--- src/rtl/fetch_pkg.sv ---
// Shared types and constants for the instruction-fetch front end.
package fetch_pkg;

  localparam int INSTR_W = 32;
  localparam int ADDR_W  = 32;
  localparam logic [ADDR_W-1:0] PC_INC = 32'd4;

  typedef enum logic [1:0] {
    IDLE,
    WAIT,
    DROP
  } fetch_state_t;

  function automatic logic [ADDR_W-1:0] word_align(input logic [ADDR_W-1:0] a);
    return {a[ADDR_W-1:2], 2'b00};
  endfunction

endpackage

--- src/rtl/fetch_prefetch_unit_if.sv ---
// Memory request, IF/ID delivery and branch-redirect signals of the fetch unit.
interface fetch_prefetch_unit_if;
  import fetch_pkg::*;

  logic               mem_req;
  logic [ADDR_W-1:0]  mem_addr;
  logic               mem_ack;
  logic [INSTR_W-1:0] mem_rdata;
  logic               out_valid;
  logic               out_ready;
  logic [INSTR_W-1:0] out_instr;
  logic [ADDR_W-1:0]  out_pc4;
  logic               redirect;
  logic [ADDR_W-1:0]  redirect_pc;

  modport master (
    output mem_req, mem_addr, out_valid, out_instr, out_pc4,
    input  mem_ack, mem_rdata, out_ready, redirect, redirect_pc
  );

  modport slave (
    input  mem_req, mem_addr, out_valid, out_instr, out_pc4,
    output mem_ack, mem_rdata, out_ready, redirect, redirect_pc
  );

endinterface

--- src/rtl/fetch_fifo.sv ---
// Small instruction/PC+4 buffer; head comes straight from storage (no bypass).
module fetch_fifo
  import fetch_pkg::*;
#(
  parameter int DEPTH = 4
) (
  input  logic                     clk,
  input  logic                     rst,
  input  logic                     push,
  input  logic                     pop,
  input  logic                     flush,
  input  logic [INSTR_W-1:0]       push_instr,
  input  logic [ADDR_W-1:0]        push_pc4,
  output logic [$clog2(DEPTH):0]   count,
  output logic [INSTR_W-1:0]       head_instr,
  output logic [ADDR_W-1:0]        head_pc4
);

  localparam int PTR_W = $clog2(DEPTH);
  localparam int CNT_W = PTR_W + 1;

  logic [PTR_W-1:0]   rd_ptr, wr_ptr;
  logic [INSTR_W-1:0] instr_mem [DEPTH];
  logic [ADDR_W-1:0]  pc4_mem   [DEPTH];
  logic               do_push, do_pop;

  // Flush wins over any same-cycle push or pop.
  assign do_push = push & ~flush;
  assign do_pop  = pop & ~flush & (count != '0);

  always_ff @(posedge clk) begin
    if (rst || flush) begin
      count  <= '0;
      rd_ptr <= '0;
      wr_ptr <= '0;
    end else begin
      if (do_push) wr_ptr <= wr_ptr + PTR_W'(1);
      if (do_pop)  rd_ptr <= rd_ptr + PTR_W'(1);
      count <= count + CNT_W'(do_push) - CNT_W'(do_pop);
    end
  end

  always_ff @(posedge clk) begin
    if (do_push) begin
      instr_mem[wr_ptr] <= push_instr;
      pc4_mem[wr_ptr]   <= push_pc4;
    end
  end

  assign head_instr = instr_mem[rd_ptr];
  assign head_pc4   = pc4_mem[rd_ptr];

endmodule

--- src/rtl/fetch_prefetch_unit.sv ---
// Fetch front end: owns the PC, keeps one memory request in flight, buffers words for IF/ID.
module fetch_prefetch_unit
  import fetch_pkg::*;
#(
  parameter int                DEPTH    = 4,
  parameter logic [ADDR_W-1:0] RESET_PC = 32'h0000_0000
) (
  input  logic                  clk,
  input  logic                  rst,
  fetch_prefetch_unit_if.master bus
);

  localparam int CNT_W = $clog2(DEPTH) + 1;

  fetch_state_t      state;
  logic [ADDR_W-1:0] fetch_pc;
  logic [ADDR_W-1:0] pc_next;
  logic [ADDR_W-1:0] mem_addr;
  logic              mem_req;
  logic [CNT_W-1:0]  count;
  logic              out_valid;
  logic              push;
  logic              pop;
  logic              room_after_push;

  assign out_valid = (count != '0);
  assign pop       = out_valid & bus.out_ready;
  assign push      = (state == WAIT) & bus.mem_ack & ~bus.redirect;
  assign pc_next   = fetch_pc + PC_INC;
  // A pop in the same cycle frees the slot the push is about to take.
  assign room_after_push = (count < CNT_W'(DEPTH - 1)) | pop;

  always_ff @(posedge clk) begin
    if (rst) begin
      state    <= IDLE;
      fetch_pc <= RESET_PC;
      mem_req  <= 1'b0;
      mem_addr <= RESET_PC;
    end else if (bus.redirect) begin
      fetch_pc <= word_align(bus.redirect_pc);
      if (state == IDLE || bus.mem_ack) begin
        state   <= IDLE;
        mem_req <= 1'b0;
      end else begin
        state <= DROP;
      end
    end else begin
      case (state)
        IDLE: begin
          if (count < CNT_W'(DEPTH)) begin
            mem_req  <= 1'b1;
            mem_addr <= fetch_pc;
            state    <= WAIT;
          end
        end
        WAIT: begin
          if (bus.mem_ack) begin
            fetch_pc <= pc_next;
            if (room_after_push) begin
              mem_addr <= pc_next;
            end else begin
              mem_req <= 1'b0;
              state   <= IDLE;
            end
          end
        end
        DROP: begin
          if (bus.mem_ack) begin
            mem_req <= 1'b0;
            state   <= IDLE;
          end
        end
        default: state <= IDLE;
      endcase
    end
  end

  fetch_fifo #(.DEPTH(DEPTH)) u_fifo (
    .clk        (clk),
    .rst        (rst),
    .push       (push),
    .pop        (pop),
    .flush      (bus.redirect),
    .push_instr (bus.mem_rdata),
    .push_pc4   (pc_next),
    .count      (count),
    .head_instr (bus.out_instr),
    .head_pc4   (bus.out_pc4)
  );

  assign bus.mem_req   = mem_req;
  assign bus.mem_addr  = mem_addr;
  assign bus.out_valid = out_valid;

endmodule
--- src/flat_wrapper.sv ---
// flat-port wrapper written by rule: the top's interface ports become plain ports
module fetch_prefetch_unit_flat import fetch_pkg::*;
#(
  parameter int                DEPTH    = 4,
  parameter logic [ADDR_W-1:0] RESET_PC = 32'h0000_0000
)
  (clk, rst, bus_mem_req, bus_mem_addr, bus_out_valid, bus_out_instr, bus_out_pc4, bus_mem_ack, bus_mem_rdata, bus_out_ready, bus_redirect, bus_redirect_pc);
  fetch_prefetch_unit_if bus_i ();
  input  logic clk;
  input  logic rst;
  output wire logic [$bits(bus_i.mem_req)-1:0] bus_mem_req;
  output wire logic [$bits(bus_i.mem_addr)-1:0] bus_mem_addr;
  output wire logic [$bits(bus_i.out_valid)-1:0] bus_out_valid;
  output wire logic [$bits(bus_i.out_instr)-1:0] bus_out_instr;
  output wire logic [$bits(bus_i.out_pc4)-1:0] bus_out_pc4;
  input wire logic [$bits(bus_i.mem_ack)-1:0] bus_mem_ack;
  input wire logic [$bits(bus_i.mem_rdata)-1:0] bus_mem_rdata;
  input wire logic [$bits(bus_i.out_ready)-1:0] bus_out_ready;
  input wire logic [$bits(bus_i.redirect)-1:0] bus_redirect;
  input wire logic [$bits(bus_i.redirect_pc)-1:0] bus_redirect_pc;
  assign bus_mem_req = bus_i.mem_req;
  assign bus_mem_addr = bus_i.mem_addr;
  assign bus_out_valid = bus_i.out_valid;
  assign bus_out_instr = bus_i.out_instr;
  assign bus_out_pc4 = bus_i.out_pc4;
  assign bus_i.mem_ack = bus_mem_ack;
  assign bus_i.mem_rdata = bus_mem_rdata;
  assign bus_i.out_ready = bus_out_ready;
  assign bus_i.redirect = bus_redirect;
  assign bus_i.redirect_pc = bus_redirect_pc;
  fetch_prefetch_unit #(.DEPTH(DEPTH), .RESET_PC(RESET_PC)) u_core (.clk(clk), .rst(rst), .bus(bus_i));
endmodule
--- config.mk ---
export PLATFORM = sky130hd
export DESIGN_NAME = fetch_prefetch_unit_flat
export DESIGN_NICKNAME = d
export VERILOG_FILES = /design/src/rtl/fetch_pkg.sv /design/src/rtl/fetch_prefetch_unit_if.sv /design/src/rtl/fetch_fifo.sv /design/src/rtl/fetch_prefetch_unit.sv /design/src/flat_wrapper.sv
export SDC_FILE = /design/constraint.sdc
export NUM_CORES = 1
export LEC_CHECK = 0
export CAP_MARGIN = 5
export CELL_PAD_IN_SITES_DETAIL_PLACEMENT = 1
export CELL_PAD_IN_SITES_GLOBAL_PLACEMENT = 1
export CORE_UTILIZATION = 35
export DETAILED_ROUTE_END_ITERATION = 16
export GPL_ROUTABILITY_DRIVEN = 0
export PLACE_DENSITY_LB_ADDON = 0.25
export SLEW_MARGIN = 40
export SYNTH_ARGS = -nofsm -noshare
export SYNTH_HDL_FRONTEND = slang
export SYNTH_SLANG_ARGS = --single-unit
--- constraint.sdc ---
create_clock -name clk -period 3.7 [get_ports clk]
set_clock_uncertainty 0.05 [all_clocks]
set_input_delay 0.74 -clock clk [delete_from_list [all_inputs] [get_ports clk]]
set_output_delay 0.74 -clock clk [all_outputs]
set_load 0.05 [all_outputs]
==> results of run 1 <==
layer usage:
metal | global-route usage (%) | vias to the layer above | part of all wire (%) | wire (µm)
met1 | 24.35 | 4135 | 47 | 15820
li1 | - | 3759 | - | -
met2 | 27.47 | 168 | 46 | 15560
met5 | 0 | - | 0 | 0
met3 | 3.035 | 49 | 4.4 | 1459
met4 | 4.587 | 0 | 1.9 | 638
final cells by class:
cell class              instances  area (µm²)  share of cell area (%)
clock inverters                17       160.2                  0.9477
inverters                      25       93.84                  0.5553
flip-flops and latches        320        8894                   52.62
clock buffers                  46       959.7                   5.679
multi-input cells             463        4179                   24.73
repair buffers                187        1974                   11.68
well taps                     511       639.4                   3.783
flip-flops by register name, summed over array words and instances (netlist names), named ones only:
register,flops
u_core.u_fifo.instr_mem,128
u_core.u_fifo.pc4_mem,120
u_core.state,2
u_core.fetch_pc,30
u_core.u_fifo.rd_ptr,2
u_core.u_fifo.count,3
u_core.u_fifo.wr_ptr,2
u_core.bus.mem_req,1
u_core.bus.mem_addr,30
worst max path at each step:
stage,startpoint,to,slack [ns],depth (start not counted)
2_1_floorplan,bus_redirect,u_core.u_fifo.instr_mem[1][0],0.28,4
3_3_place_gp,bus_mem_ack,u_core.fetch_pc[28],0.63,5
3_5_place_dp,bus_mem_ack,u_core.fetch_pc[28],0.60,5
4_1_cts,flip-flop,bus_out_instr[21],0.11,3
5_1_grt,flip-flop,bus_out_pc4[6],0.03,3
6_report,flip-flop,bus_out_pc4[11],0.20,3
kinds of logic after synthesis:
kind of cell | after synthesis
AOI/OAI and AO/OA | 144
muxes | 63
and+or+nand+nor | 185
buffers and inverters | 104
adders and majority gates | 12
DFF | 320
other | 1
xor gates and xnor gates | 55
metrics by stage:
| step | util (%) | power [mW] |
|---|---|---|
| after global routing | 44.66 | 8.386 |
| after detailed placement | 41.67 | 4.762 |
| after floorplan | - | 4.490 |
| after CTS | 44.63 | 8.207 |
| final | 44.66 | 8.102 |
| after global placement | 41.67 | 4.750 |
worst min-delay path, cell delays in order (launching register included):
cell and delay, ns:
dfxtp_1 0.34, nand2_1 0.07, a21oi_1 0.05
where the power goes:
part	internal, mW	switching, mW	total, mW
clock	2.04	1.38	3.42
combinational	0.250	0.401	0.651
sequential	3.95	0.0878	4.04
total	6.24	1.87	8.10
cell usage in the layout (no fill, tap or decap), types with 3 or more instances in the layout:
cell type	n
conb_1	4
nand2_1	24
and3_1	4
nor4_1	10
clkinv_2	4
or4_4	4
or4_1	11
clkdlybuf4s50_1	159
a21oi_1	41
and2_1	3
a311oi_2	5
o31ai_1	7
dfxtp_1	70
xnor2_1	30
o31a_1	6
nand4_2	3
nand2b_1	3
edfxtp_1	248
buf_4	13
a221oi_1	6
or2_2	4
nand3_1	17
a311oi_1	21
xor2_1	25
ha_1	11
mux4_2	62
clkbuf_1	9
and3_2	4
bufinv_16	3
or3_1	18
and4_1	5
nor2_1	41
a211oi_1	25
clkbuf_16	37
o21ai_0	23
clkinv_1	8
buf_12	14
nor3_1	6
inv_1	24
nand4_1	15
==> reports/qor.yml, run 1 <==
ys.flop_type: "edfxtp_1"
final_hold_viol_count: 0
dp_hpwl_um: 22130
synth_commonest_cells: "248 x edfxtp_1, 72 x dfxtp_1, 62 x mux4_2"
n_antenna_cell: 0
muxShareOfSynthArea_pct: 10.39
yosys.area.top_type_share_pct: 55.00
cts_tree: "yes"
critPathTopFamily: "buffers and inverters"
antenna_found_initial: 0
drive_gt1_share_pct: 15.97
io_pins: 167
synth_area_mm2: 0.01354
numCtsBuffers: 36
min_path_type: "flip-flop to flip-flop"
synth_compound_area_share_pct: 7.430
yosysMostFrequentCell: "edfxtp_1"
grt_pass1_wl_um: 51320
synth_area_leaders: "edfxtp_1 55%, dfxtp_1 11%, mux4_2 10%"
worstReg2RegStart: "u_core.state[1]"
finalMaxSlewViolations: 0
layout.cells.non_filler: 1569
min_from: "u_core.u_fifo.wr_ptr[1]"
cp-start-kind: "flip-flop"
synth-xor-area-share_pct: 3.558
start_util_pct: 35.78
io_buffers: 160
cts_sinks: 320
synthArstFlopShare_pct: 0
core_mm2: 0.03784
cts_root_buf: "clkbuf_16"
ys_ff_latch: 320
fmax_ghz: 0.2855
synth_cell_types: 59
status: "complete, no violations"
path_cells: "buf_12, mux4_2, clkdlybuf4s50_1"
critical_path.max_fanout: 18
wire_per_inst_um: 21.34
grt_max_degree: 50
cts_resized: 0
worstSkewPairLatency_ns: 0.52
crit_required_ns: 2.91
ff2ff_setup_slack_ns: 0.85
setup_ws_ns: 0.1976
grt_pass1_vias: 8628
synth_edf_count: 248
dp.cells: 1506
rsz0062_at_grt: "false"
synth-simple-area-share_pct: 8.021
drtIter0Drc: 314
postCtsSetupBuffers: 0
fin_tns_setup_ns: 0
drt-total-wl_um: 33480
clkSlewWorstSetupHoldPaths_ns: 0.06
cp_slowest_cell: "clkdlybuf4s50_1"
synth_top_family_by_area: "multiplexers"
min_period_over_period_pct: 94.66
die_area_mm2: 0.03947
ys_warn_count: 0
fin_crit_ns: 3.502
postPlaceCellArea_mm2: 0.01577
hold_buffers: 0
syn2layout_area_growth_pct: 24.82
preCtsSetupSlack_ns: 0.5965
globalRouteOverflowTotal: 0
cts_max_level: 2
grt_usage_pct: 17.27
cap_violations: 0
detail_route.first_pass.iterations: 4
setup_viol: 0
fp.dieW_um: 198.7
synth_cells: 884
clock_path_buffers: 3
vias: 8111
yosysSeqAreaShare_pct: 65.65
whs_path_depth: 2
cpPeakStageDelay_ns: 0.79
remaining_drc_errors: 0
vias_per_cell: 5.170
endpoint_kind: "output pin"
crit_type: "flip-flop to output pin"
crit_buf_inv: 2
r2r_end: "u_core.fetch_pc[30]"
whs_ns: 0.4613
worstMarginPinSlew_ns: 0.7663
ant_nets: 0
fin_area_mm2: 0.01690
synth_fa_ha_area_share_pct: 1.164
slew_headroom_pct: 48.44
avgSynthCellArea_um2: 15.32
rows: 71
holdPathEnd: "u_core.u_fifo.wr_ptr[1]"
fill_cells: 3786
crit_arrival_ns: 2.71
p_leak_nw: 5.286
reg2reg_depth: 6
synth_top_area_cell: "edfxtp_1"
die_y_um: 198.7
p_per_area_mw_per_mm2: 479.4
ir_drop_mv: 0.2557
fin_nets: 1114
No activity file was read; power rests on OpenSTA's default activity.
==> inputs of run 2 (changes only) <==
Settings changed: GPL_ROUTABILITY_DRIVEN 0 to 1.
==> results of run 2 <==
Same layout as run 1: the final DEF is identical, and so are final timing and power.
